**config.mk**
```make
export PLATFORM = sky130hd
export DESIGN_NAME = axi_read_ctrl
export DESIGN_NICKNAME = d
export VERILOG_FILES = /design/src/rtl/axi_rd_pkg.sv /design/src/rtl/axi_read_ctrl.sv
export SDC_FILE = /design/constraint.sdc
export NUM_CORES = 1
export LEC_CHECK = 0
export CAP_MARGIN = 20
export CELL_PAD_IN_SITES_DETAIL_PLACEMENT = 0
export CELL_PAD_IN_SITES_GLOBAL_PLACEMENT = 1
export CORE_ASPECT_RATIO = 0.8
export CORE_UTILIZATION = 25
export CTS_BUF_LIST = sky130_fd_sc_hd__clkbuf_8 sky130_fd_sc_hd__clkbuf_16
export DETAILED_ROUTE_END_ITERATION = 10
export GPL_ROUTABILITY_DRIVEN = 0
export MAX_ROUTING_LAYER = met4
export PLACE_DENSITY = 0.88
export SKIP_CTS_REPAIR_TIMING = 1
export SYNTH_ARGS = -nofsm -noshare
export SYNTH_HDL_FRONTEND = slang
export SYNTH_SLANG_ARGS = --single-unit
export TNS_END_PERCENT = 20
```
**constraint.sdc**
```tcl
create_clock -name sys_clk_i -period 1.6 [get_ports sys_clk_i]
set_input_delay 0.16 -clock sys_clk_i [delete_from_list [all_inputs] [get_ports sys_clk_i]]
set_output_delay 0.16 -clock sys_clk_i [all_outputs]
set_load 0.1 [all_outputs]
```
**src/rtl/axi_rd_pkg.sv**
```systemverilog
// rtl/axi_rd_pkg.sv - shared constants and helpers for the AXI4 read controller
package axi_rd_pkg;

    localparam logic [1:0] ST_IDLE = 2'd0;
    localparam logic [1:0] ST_ADDR = 2'd1;
    localparam logic [1:0] ST_DATA = 2'd2;
    localparam logic [1:0] ST_DONE = 2'd3;

    localparam logic [1:0] BURST_INCR = 2'b01;
    localparam logic [1:0] RESP_OKAY  = 2'b00;

    // Bytes per beat expressed as log2, which is what ARSIZE encodes.
    function automatic logic [2:0] calc_arsize(input int data_width);
        logic [2:0] size;
        size = '0;
        for (int i = 0; i < 7; i++) begin
            if ((1 << i) == (data_width / 8)) begin
                size = 3'(i);
            end
        end
        return size;
    endfunction

endpackage

```
**src/rtl/axi_read_ctrl.sv**
```systemverilog
// rtl/axi_read_ctrl.sv - single-outstanding AXI4 burst read master for the DDR read arbiter
module axi_read_ctrl
    import axi_rd_pkg::*;
#(
    parameter int AXI_ADDR_WIDTH = 32,
    parameter int AXI_DATA_WIDTH = 64,
    parameter int AXI_ID_WIDTH   = 4,
    parameter int AXI_ID         = 0
) (
    input  logic                      sys_clk_i,
    input  logic                      reset_i,
    input  logic                      req_i,
    input  logic [AXI_ADDR_WIDTH-1:0] rstart_addr_i,
    input  logic [7:0]                burst_size_i,
    output logic                      ack_o,
    output logic                      data_valid_o,
    output logic [AXI_DATA_WIDTH-1:0] rdata_o,
    output logic                      done_o,
    output logic                      err_o,
    input  logic                      err_clr_i,
    output logic [AXI_ID_WIDTH-1:0]   arid_o,
    output logic [AXI_ADDR_WIDTH-1:0] araddr_o,
    output logic [7:0]                arlen_o,
    output logic [2:0]                arsize_o,
    output logic [1:0]                arburst_o,
    output logic                      arvalid_o,
    input  logic                      arready_i,
    input  logic [AXI_ID_WIDTH-1:0]   rid_i,
    input  logic [AXI_DATA_WIDTH-1:0] rdata_i,
    input  logic [1:0]                rresp_i,
    input  logic                      rlast_i,
    input  logic                      rvalid_i,
    output logic                      rready_o
);

    logic [1:0] state;
    logic [7:0] beat_cnt;
    logic       beat;
    logic       cnt_last;
    logic       beat_bad;

    assign arid_o    = AXI_ID_WIDTH'(AXI_ID);
    assign arsize_o  = calc_arsize(AXI_DATA_WIDTH);
    assign arburst_o = BURST_INCR;

    assign beat     = rvalid_i & rready_o;
    assign cnt_last = (beat_cnt == arlen_o);
    assign beat_bad = (rresp_i != RESP_OKAY) || (rid_i != AXI_ID_WIDTH'(AXI_ID));

    always_ff @(posedge sys_clk_i) begin
        if (reset_i) begin
            state        <= ST_IDLE;
            beat_cnt     <= '0;
            ack_o        <= 1'b0;
            data_valid_o <= 1'b0;
            done_o       <= 1'b0;
            err_o        <= 1'b0;
            arvalid_o    <= 1'b0;
            rready_o     <= 1'b0;
            araddr_o     <= '0;
            arlen_o      <= '0;
            rdata_o      <= '0;
        end else begin
            ack_o        <= 1'b0;
            data_valid_o <= 1'b0;
            done_o       <= 1'b0;
            // Clear first so any error set below in the same cycle wins.
            if (err_clr_i) begin
                err_o <= 1'b0;
            end

            case (state)
                ST_IDLE: begin
                    if (req_i) begin
                        araddr_o  <= rstart_addr_i;
                        arlen_o   <= burst_size_i;
                        beat_cnt  <= '0;
                        arvalid_o <= 1'b1;
                        state     <= ST_ADDR;
                    end
                end
                ST_ADDR: begin
                    if (arready_i) begin
                        arvalid_o <= 1'b0;
                        ack_o     <= 1'b1;
                        rready_o  <= 1'b1;
                        state     <= ST_DATA;
                    end
                end
                ST_DATA: begin
                    if (beat) begin
                        rdata_o      <= rdata_i;
                        data_valid_o <= 1'b1;
                        beat_cnt     <= beat_cnt + 8'd1;
                        if (beat_bad) begin
                            err_o <= 1'b1;
                        end
                        // Whichever of rlast or the expected count arrives first ends the burst.
                        if (rlast_i || cnt_last) begin
                            rready_o <= 1'b0;
                            done_o   <= 1'b1;
                            state    <= ST_DONE;
                            if (rlast_i != cnt_last) begin
                                err_o <= 1'b1;
                            end
                        end
                    end
                end
                default: begin
                    state <= ST_IDLE;
                end
            endcase
        end
    end

endmodule
```
==> summary.md, run 1 <==
| Metric | Value |
|---|---|
| Synth warn | 0 |
| Final Non-Filler Cells | 1056 |
| Critical Path Start Type | flip-flop |
| Syn avg cell area | 8.042 µm² |
| Sequential-to-total area share from yosys stat | between 50% and 60% |
| Port Buffers | approximately 230 |
| HPWL Detailed | ~10000 µm |
| Pleak | 3.486 nW |
| Inserted Diodes | 0 |
| R2R depth | 6 |
| Slew Viols, Final | 0 |
| Clk root buf | clkbuf_16 |
| Total DRC errors in the routed layout | 0 |
| CP arrival | ~2200 ps |
| Synth Cell Area | around 4600 µm² |
| Vias in the first global route | 4425 |
| HP Class | input port to flip-flop |
| #FFs+latches synth | 120 |
| DR vias/cell | around 4.4 |
| Max incr delay on CP | between 300 and 400 ps |
| Cell Pwr Density | 1369 nW/µm² |
| Worst-path maximum fanout | 3 |
| VDD IR max | approximately 0.60 mV |
| Critical Path RT | a little under 2000 ps |
| Netlist cell types | 38 |
| Clock Latency Late Sink | a little over 400 ps |
| Die W | approximately 150 µm |
| DP Cell Count | a little over 1000 |
| 1st-pass router iterations | 4 |
| Wirelength, routed | around 15000 µm |
| Initial Utilization | a little over a quarter |
| Area occupied by multi-input gates | a little over 2000 µm² |
| Status | finished with violations |
| Initial antenna violation count | 0 |
| Post-Route Skew | about 6 ps |
| Setup ws final | -225.3 ps |
| Post-synth top area share | ~52% |
| Core footprint | around 18000 µm² |
| Hold depth | 2 |
| Final setup viols | 10 |
| Final net count | 942 |
| CTS clk-pin slew, worst paths | approximately 50 ps |
| Achievable Freq | between 500 and 600 MHz |
| Tot Pwr | about 13 mW |
| H-tree depth | 4 |
| Average wire per standard cell | between 10 and 15 µm |
| Synth top area cells | dfxtp_1 52%, nand2_1 17%, a21oi_1 12% |
| Antenna Violating Nets Remaining | 0 |
| Reg area | 2436 µm² |
| Final core occ | a little over half |
| First-pass GRT wire length | 22530 µm |
| Worst slack at placement | -365.9 ps |
| Overflow after GRT | 0 |
| MaxCap Viol Count | 0 |
| Die height | 123.2 µm |
| Layout cells sized above 1 | about a quarter |
| Slowest cell on crit path | dfxtp_4 |
| Final critical-path share of the clock period | 114.1% |
| Crit-path cells | xor2_1 -> nor4_2 -> nand2_1 -> ha_4 -> a2111oi_4 -> mux2i_1 |
| Failing checks | setup timing |
| Pin count of the biggest net entering global routing | 49 |
| Fillers | around 1600 |
| Io pins | between 200 and 250 |
| DR vias | approximately 4700 |
| TritonCTS clock tree | yes |
| GRT Util Overall | 15.82% |
| Setup Crit Path Kind | flip-flop to flip-flop |
| Layout Area Growth over Synthesis | 101.3% |
| Num CTS Buffers | 17 |
| Area leader, netlist | dfxtp_1 |
| CP endpoint kind | flip-flop |
| Fin. Hold Viols | 0 |
| Cell count after synthesis | roughly 570 |
| Die area | 18920 µm² |
| Clock Sink Count | 120 |
| FP Rows | 43 |
| RSZ-0062 raised after global routing | true |
| Tmin final | about 1800 ps |
| Clk buf depth | 2 |
| Initial drt markers | around 170 |
==> worst max-delay path, delay by kind of cell, from the launching register on <==
family / cells / cell delay [ps]
AOI/OAI and AO/OA: 1 / 340
xor gates and xnor gates: 1 / 160
adders and majority gates: 1 / 210
DFF: 1 / 340
muxes: 1 / 220
and+or+nand+nor: 2 / 470
==> path summary, 6_finish.rpt <==
path,from,to,slack [ps]
worst min register to register,rdata_o[1],rdata_o[1],490
worst max register to register,arlen_o[7],state[1],-230
worst min-delay path,reset_i,beat_cnt[0],200
worst max-delay path,arlen_o[7],state[1],-230
==> kinds of logic (layout without fill, tap and decap cells) <==
family	count (synthesis)	count (layout)	share of synthesized area [%]
xor gates and xnor gates	8	8	1.526
other	2	9	0.1635
adders and majority gates	6	6	1.635
buffers and inverters	53	306	5.722
AOI/OAI and AO/OA	123	123	14.33
DFF	120	120	52.32
and+or+nand+nor	254	254	23.22
muxes	5	5	1.090
==> area by class of cell <==
class                           count  share of cell area (%)
Multi-Input combinational cell    405                   22.12
Sequential cell                   120                   26.36
Clock buffer                       21                   5.321
Clock inverter                     10                   1.503
Timing Repair Buffer              271                   41.48
Tap cell                          225                   3.046
Inverter                            4                  0.1625
==> synth_stat cells (all sizes together) <==
library cell,count
nand4b,1
nor4,5
nor3,2
and3,1
conb,2
nand2b,4
nand3b,4
ha,6
nor2,2
clkbuf,25
xor2,8
and2,1
a211o,1
nor4b,1
o21ai,2
inv,4
or3,1
mux2i,5
a2111oi,1
or3b,3
dfxtp,120
nand2,214
o31ai,3
a21oi,111
or4,4
o21ba,1
o211ai,1
nand4,3
o41ai,1
a21boi,1
o32ai,1
buf,24
or2b,1
nand3,4
nor2b,3
==> through the flow <==
step                      TNS (ps)  hold WS, ps  area, µm²
final                        -1206        202.5       9241
after global routing         -2471        181.1       9241
after CTS                    -2178        176.8       9123
after detailed placement     -1640        483.2       8492
after global placement       -1308        478.6       8492
after floorplan             -865.7        285.7       4683
==> cell usage in the layout, fill, tap and decap left out, types with 4 or more instances in the layout <==
cell,Yosys,routed
nand2_1,214,213
buf_12,0,118
clkdlybuf4s50_1,0,115
a21oi_1,111,111
dfxtp_1,120,111
buf_4,9,36
clkbuf_16,0,20
conb_1,2,9
dfxtp_4,0,9
xor2_1,8,8
mux2i_1,5,5
inv_1,4,4
nand3b_1,4,4
or4_1,4,4
nand2b_1,4,4
ha_1,6,4
==> flip-flops by register name, indices dropped and copies added (netlist names) <==
register / flops
rdata_o: 64
araddr_o: 32
arlen_o: 8
beat_cnt: 8
state: 2
ack_o: 1
arvalid_o: 1
data_valid_o: 1
done_o: 1
err_o: 1
rready_o: 1
==> routing by layer <==
metal | track usage [%] | vias up | share of wire (%)
met5 | - | - | 0
met4 | 5.125 | 0 | 1.1
met3 | 6.625 | 12 | 6.6
met2 | 25.20 | 136 | 49
met1 | 18.07 | 2155 | 43
li1 | - | 2356 | -
==> where the power goes <==
part / switching, mW / leakage, nW / total, mW / internal (mW)
clock: 1.39 / 0.303 / 4.05 / 2.66
sequential: 0.254 / 0.980 / 3.53 / 3.27
combinational: 3.02 / 2.20 / 5.08 / 2.06
(Power assumes the default switching activity.)
==> run 2, diff against run 1 <==
--- a/config.mk
+++ b/config.mk
@@ -5,8 +5,9 @@
 export SDC_FILE = /design/constraint.sdc
 export NUM_CORES = 1
 export LEC_CHECK = 0
+export ABC_AREA = 1
 export CAP_MARGIN = 20
-export CELL_PAD_IN_SITES_DETAIL_PLACEMENT = 0
+export CELL_PAD_IN_SITES_DETAIL_PLACEMENT = 1
 export CELL_PAD_IN_SITES_GLOBAL_PLACEMENT = 1
 export CORE_ASPECT_RATIO = 0.8
 export CORE_UTILIZATION = 25
@@ -14,7 +15,7 @@
 export DETAILED_ROUTE_END_ITERATION = 10
 export GPL_ROUTABILITY_DRIVEN = 0
 export MAX_ROUTING_LAYER = met4
-export PLACE_DENSITY = 0.88
+export PLACE_DENSITY = 0.86
 export SKIP_CTS_REPAIR_TIMING = 1
 export SYNTH_ARGS = -nofsm -noshare
 export SYNTH_HDL_FRONTEND = slang
==> run 2 against run 1 <==
Against the previous run: synthesized area increased by 5.6%; synthesized cell count is 5.6% higher; the run still ends with setup timing left; critical path depth rose by 3; die area is 5.5% higher; hold slack is essentially flat; critical endpoint is now state[0]; highest routed layer unchanged.
==> summary.md, run 2 <==
| Metric | Value |
|---|---|
| HP Class | input port to flip-flop |
| Worst Hold Endpoint | rdata_o[12] |
| GRT Util Overall | ~18% |
| Initial Utilization | around a quarter |
| CP endpoint kind | flip-flop |
| Overflow after GRT | 0 |
| FF-to-FF End | state[0] |
| Setup ws final | -116.6 ps |
| Synth warn | 0 |
| First-pass GRT wire length | between 20000 and 30000 µm |
| Final net count | 950 |
| Slew Viols, Final | 0 |
| R2R depth | 9 |
| CTS clk-pin slew, worst paths | 60 ps |
| RSZ-0062 raised after global routing | true |
| Worst-margin pin slew | around 700 ps |
| H-tree depth | 4 |
| Cell Pwr Density | between 1500 and 2000 nW/µm² |
| Post-Route Skew | 11.81 ps |
| Setup crit start | arlen_o[4] |
| Number of synthesized flops with an enable pin | 0 |
| Io pins | between 200 and 250 |
| Reg2Reg Setup Slack | -120 ps |
| Pin count of the biggest net entering global routing | 62 |
| Clock Sink Count | between 100 and 150 |
| Most frequent cells in the layout | 117 x buf_12, 115 x clkdlybuf4s50_1, 109 x dfxtp_1 |
| FP Rows | 45 |
| Pleak | ~3.4 nW |
| Switch Pwr | 6.088 mW |
| Fin. Hold Viols | 0 |
| DP Cell Count | 1066 |
| Clk buf depth | 2 |
| Setup Crit Path Kind | flip-flop to flip-flop |
| Netlist cell types | 30 |
| Inserted Diodes | 0 |
| Clock power frac | around 27% |
| Num CTS Buffers | 17 |
| DR vias/cell | between 4 and 5 |
| Count leader, synth | dfxtp_1 |
| Switching fraction of total power | between 40% and 50% |
| Cell count after synthesis | 603 |
| Critical Path RT | about 1900 ps |
| Headroom to the max-slew limit | 54.51% |
| Area leader, netlist | dfxtp_1 |
| Total DRC errors in the routed layout | 0 |
| Hold depth | 3 |
| Initial antenna violation count | 0 |
| Synth Cell Area | 4850 µm² |
| Synth top area cells | dfxtp_1 50%, nor2_1 7.7%, a21oi_1 7.2% |
| TritonCTS clock tree | yes |
| Clk root buf | clkbuf_16 |
| CP arrival | roughly 2000 ps |
| Status | finished with violations |
| HPWL Detailed | ~13000 µm |
| Synth Flop Type | dfxtp_1 |
| Tmin final | between 1500 and 2000 ps |
| Die area | 19960 µm² |
| FFs w/ async S/R, synth | 0% |
| MaxCap Viol Count | 0 |
| Final critical-path share of the clock period | 107.3% |
| Final setup viols | 3 |
| Syn avg cell area | around 8.0 µm² |
| Sequential-to-total area share from yosys stat | between 40% and 50% |
| Most frequent cells after synthesis | 120 x dfxtp_1, 100 x nor2_1, 85 x nand2_1 |
| Cell Int Power | 8.238 mW |
| Post-synth top area share | just under 50% |
| Port Buffers | between 200 and 250 |
| DR vias | between 4000 and 5000 |
| VDD IR max | 1.093 mV |
| Wirelength, routed | approximately 18000 µm |
| Failing checks | setup timing |
| Tot Pwr | around 14 mW |
| Biggest regs | rdata_o x64, araddr_o x32 |
| Die height | roughly 130 µm |
| Layout Area Growth over Synthesis | 89.22% |
| Core footprint | about 19000 µm² |
| Layout cells sized above 1 | ~26% |
| Die W | roughly 160 µm |
| Worst r2r src | arlen_o[4] |
| Largest Register | rdata_o |
| Critical Path Start Type | flip-flop |
| Clock Latency Late Sink | a little over 400 ps |
| 1st-pass router iterations | 4 |
| Sequential share of power | a little over a quarter |
| Antenna Violating Nets Remaining | 0 |
| Worst-path maximum fanout | 2 |
| Hold Startpoint | reset_i |
| Final Non-Filler Cells | 1098 |
| Initial drt markers | between 200 and 250 |
| Most common cell after layout, fill and taps aside | buf_12 |
| Combinational share of power | between 40 and 50% |
| Hold WS | between 200 and 250 ps |
| Vias in the first global route | between 5000 and 6000 |
| Achievable Freq | around 580 MHz |
| Largest register FFs | 64 |
| Average wire per standard cell | 16.16 µm |
| #FFs+latches synth | 120 |
[run 2: changes by cell type after synthesis, moves of 5 or more]
| cell | before | now |
|---|---|---|
| mux2i_1 | 5 | 0 |
| nor4_1 | 5 | 0 |
| nand3_1 | 4 | 59 |
| nor2_1 | 2 | 100 |
| xnor2_1 | 0 | 8 |
| buf_6 | 2 | 13 |
| xor2_1 | 8 | 2 |
| nand3_2 | 0 | 11 |
| clkbuf_1 | 25 | 13 |
| nand2_1 | 214 | 85 |
| o21ai_0 | 2 | 43 |
| inv_1 | 4 | 16 |
| a21oi_1 | 111 | 70 |
[run 2: worst max path at each step]
| stage | slack, ps | endpoint | cells after the start |
|---|---|---|---|
| 3_5_place_dp | -100 | state[0] | 9 |
| 4_1_cts | -110 | state[0] | 9 |
| 6_report | -120 | state[0] | 9 |
| 5_1_grt | -210 | state[0] | 9 |
| 2_1_floorplan | -120 | rready_o | 8 |
| 3_3_place_gp | -0.4 | rready_o | 8 |
[run 2: kinds of logic (layout without fill, tap and decap cells)]
logic type / Yosys count / count (layout) / synth area share [%]
AO/OA/AOI/OAI: 121 / 121 / 12.75
flip-flops: 120 / 120 / 49.54
adder cells (fa/ha/maj): 6 / 6 / 1.548
AND/OR/NAND/NOR: 272 / 272 / 25.05
buffers and inverters: 72 / 302 / 9.159
XOR/XNOR: 10 / 10 / 1.806
other: 2 / 9 / 0.1549
[run 2: cell type report]
cell class,count,area (µm²)
clock buffer,18,439.2
clock inverter,14,157.7
fill,2118,9798
inverter,20,76.32
multi-input combinational,418,2118
sequential,120,2436
tap,258,322.8
timing repair buffer,250,3626
[run 2: metrics by stage]
step	cell area, µm²	setup TNS [ps]	util [%]	setup WS (ps)
after floorplan	4922	-357.2	-	-116.7
after global placement	8506	-0.4079	44.83	-0.4079
after detailed placement	8506	-229.3	44.83	-95.18
after CTS	9102	-288.7	47.97	-108.7
after global routing	9176	-754.6	48.36	-214.5
final	9176	-287.2	48.36	-116.6
[run 2: routing by layer]
metal	global-route usage [%]	wire (µm)	up-vias
met5	-	0	-
met4	3.941	223	0
met3	6.867	1357	20
met2	31.20	8897	168
met1	19.66	7265	2358
li1	-	-	2403
[run 2: worst max-delay path, stage by stage (launching register included)]
cell and delay [ps]:
dfxtp_4 350, xnor2_2 160, nand4_1 170, or2_4 280
ha_4 160, o21ai_2 120, buf_4 130, nand4_1 80
nand2_1 80, nor2_1 70
[run 2: power by group through the flow]
stage	clock, mW	sequential [mW]	combinational, mW
floorplan	0	6.27	1.60
CTS	3.98	3.83	6.57
finish	3.89	3.85	6.59
global route	4.14	3.89	6.89
global placement	0	3.85	6.44
detailed placement	0	3.89	6.54
==> run 3, diff against run 2 <==
--- a/config.mk
+++ b/config.mk
@@ -10,12 +10,12 @@
 export CELL_PAD_IN_SITES_DETAIL_PLACEMENT = 1
 export CELL_PAD_IN_SITES_GLOBAL_PLACEMENT = 1
 export CORE_ASPECT_RATIO = 0.8
-export CORE_UTILIZATION = 25
+export CORE_UTILIZATION = 30
 export CTS_BUF_LIST = sky130_fd_sc_hd__clkbuf_8 sky130_fd_sc_hd__clkbuf_16
 export DETAILED_ROUTE_END_ITERATION = 10
 export GPL_ROUTABILITY_DRIVEN = 0
 export MAX_ROUTING_LAYER = met4
-export PLACE_DENSITY = 0.86
+export PLACE_DENSITY = 0.95
 export SKIP_CTS_REPAIR_TIMING = 1
 export SYNTH_ARGS = -nofsm -noshare
 export SYNTH_HDL_FRONTEND = slang
==> constraint.sdc (replaced) <==
create_clock -name sys_clk_i -period 2.1 [get_ports sys_clk_i]
set_input_delay 0.21 -clock sys_clk_i [delete_from_list [all_inputs] [get_ports sys_clk_i]]
set_output_delay 0.21 -clock sys_clk_i [all_outputs]
set_load 0.1 [all_outputs]
==> run 3 against run 2 <==
Against the previous run: the flow now finishes without violations; utilization fell by 1.0 points; die area decreased by 16%; clock power decreased by 24%; non-clock buffer count fell by 14; first-iteration DRC count fell by 21%; final cell count is 5.2% lower; wire length shrank 8.6%; largest cell class is now registers; largest power group unchanged.
==> summary.md, run 3 (synthesized netlist as in run 2, its figures left out) <==
| Metric | Value |
|---|---|
| Status | finished clean |
| Hold Startpoint | reset_i |
| Antenna Violating Nets Remaining | 0 |
| DR vias/cell | approximately 4.6 |
| CP arrival | roughly 2300 ps |
| Num CTS Buffers | 17 |
| H-tree depth | 4 |
| Cell Pwr Density | about 1300 nW/µm² |
| CTS clk-pin slew, worst paths | approximately 60 ps |
| Setup_tns | 0 ps |
| CP endpoint kind | flip-flop |
| DR vias | 4838 |
| Slew Viols, Final | 0 |
| Initial drt markers | about 190 |
| VDD IR max | between 0.7 and 0.8 mV |
| Placed inst area | approximately 6900 µm² |
| GRT Util Overall | between 10% and 20% |
| Clock Sink Count | 120 |
| Clock Latency Late Sink | around 400 ps |
| Reg2Reg Setup Slack | approximately 190 ps |
| MaxCap Viol Count | 0 |
| Die height | approximately 120 µm |
| FF-to-FF End | state[0] |
| Die area | about 17000 µm² |
| Setup Crit Path Kind | flip-flop to flip-flop |
| Largest register FFs | 64 |
| Overflow after GRT | 0 |
| Largest Register | rdata_o |
| Crit-path cells | xnor2_1 -> nand4_1 -> or2_2 -> ha_1 -> o21ai_2 -> nand2_1 -> nor2_1 -> nor2_1 -> nor2_1 |
| Layout cells sized above 1 | roughly 23% |
| R2R depth | 9 |
| Critical Path Start Type | flip-flop |
| Core footprint | 15800 µm² |
| Wirelength, routed | 16210 µm |
| Pleak | approximately 3.0 nW |
| Hold depth | 3 |
| FP Rows | 41 |
| Tmin final | 1914 ps |
| Most common cell after layout, fill and taps aside | buf_4 |
| Final setup viols | 0 |
| Inserted Diodes | 0 |
| Post-layout instance area | 7481 µm² |
| Headroom to the max-slew limit | roughly three fifths |
| Total DRC errors in the routed layout | 0 |
| First-pass GRT wire length | approximately 25000 µm |
| Initial Utilization | between 30% and 40% |
| Io pins | between 200 and 250 |
| Final critical-path share of the clock period | 91.13% |
| RSZ-0062 raised after global routing | false |
| Biggest regs | rdata_o x64, araddr_o x32 |
| Layout Area Growth over Synthesis | 54.26% |
| Post-Route Skew | around 8 ps |
| HP Class | input port to flip-flop |
| Worst-margin pin slew | between 600 and 700 ps |
| Average wire per standard cell | 15.57 µm |
| Port Buffers | 226 |
| Achievable Freq | 522.5 MHz |
| Vias in the first global route | roughly 4900 |
| Cell mode on critical path | nor2_1 |
| Clk buf depth | 2 |
| Hold WS | ~250 ps |
| Final net count | roughly 940 |
| Max incr delay on CP | about 420 ps |
| Pin count of the biggest net entering global routing | between 60 and 70 |
| Critical Path RT | ~2400 ps |
| Clk root buf | clkbuf_16 |
| Worst-path maximum fanout | 4 |
| Worst Hold Endpoint | rdata_o[29] |
| HPWL Detailed | roughly 12000 µm |
| Slowest cell on crit path | dfxtp_1 |
| 1st-pass router iterations | 4 |
| Die W | ~140 µm |
| Final core occ | between 40% and 50% |
| Tot Pwr | slightly below 10 mW |
| Fin. Hold Viols | 0 |
| Worst r2r src | beat_cnt[3] |
| TritonCTS clock tree | yes |
| Initial antenna violation count | 0 |
| Most frequent cells in the layout | 117 x buf_4, 115 x clkdlybuf4s50_1, 112 x dfxtp_1 |
==> run 3: cell types whose count changed in the layout (fill, tap and decap cells not counted), sizes merged <==
cell	delta
clkinvlp	+2
buf	-14
clkinv	-2
==> run 3: layout make-up <==
class                   count  area [µm²]
repair buffers            236        2095
inverters                  20       76.32
well taps                 215       269.0
clock inverters            14       157.7
fillers                  1909        8319
clock buffers              18       439.2
multi-input cells         418        2032
flip-flops and latches    120        2412
==> run 3: how the worst max path moves through the flow <==
stage | endpoint | cells past startpoint | from | slack, ps
detailed placement | state[0] | 9 | beat_cnt[3] | 190
floorplan | rready_o | 8 | arlen_o[2] | 120
global route | state[0] | 9 | beat_cnt[3] | 70
finish | state[0] | 9 | beat_cnt[3] | 190
CTS | state[0] | 9 | beat_cnt[3] | 170
global placement | rready_o | 8 | beat_cnt[5] | 360
==> run 3: power by group <==
part / switching [mW] / internal, mW
clock: 1.06 / 1.88
sequential: 0.205 / 2.59
combinational: 3.12 / 0.939
==> run 3: per-layer routing <==
layer  global-route usage [%]  vias up  share of wire [%]
met2                    33.85      169                 49
met3                    6.281       17                8.0
met1                    22.13     2275                 42
met4                    6.386        0                1.2
met5                        -        -                  0
li1                         -     2377                  -
==> run 3: critical path: cells and delay by family, from the launching register on <==
kind,cells,cell delay [ps]
fa+ha+maj,1,230
flops,1,420
compound gates,1,180
simple gates,6,850
xor+xnor,1,170
==> run 3: through the flow <==
step	worst slack, ps	std cells
6_report	186.3	1041
5_1_grt	70.86	1041
4_1_cts	169.8	1041
3_5_place_dp	185.4	1009
3_3_place_gp	362.9	1009
2_1_floorplan	119.8	610
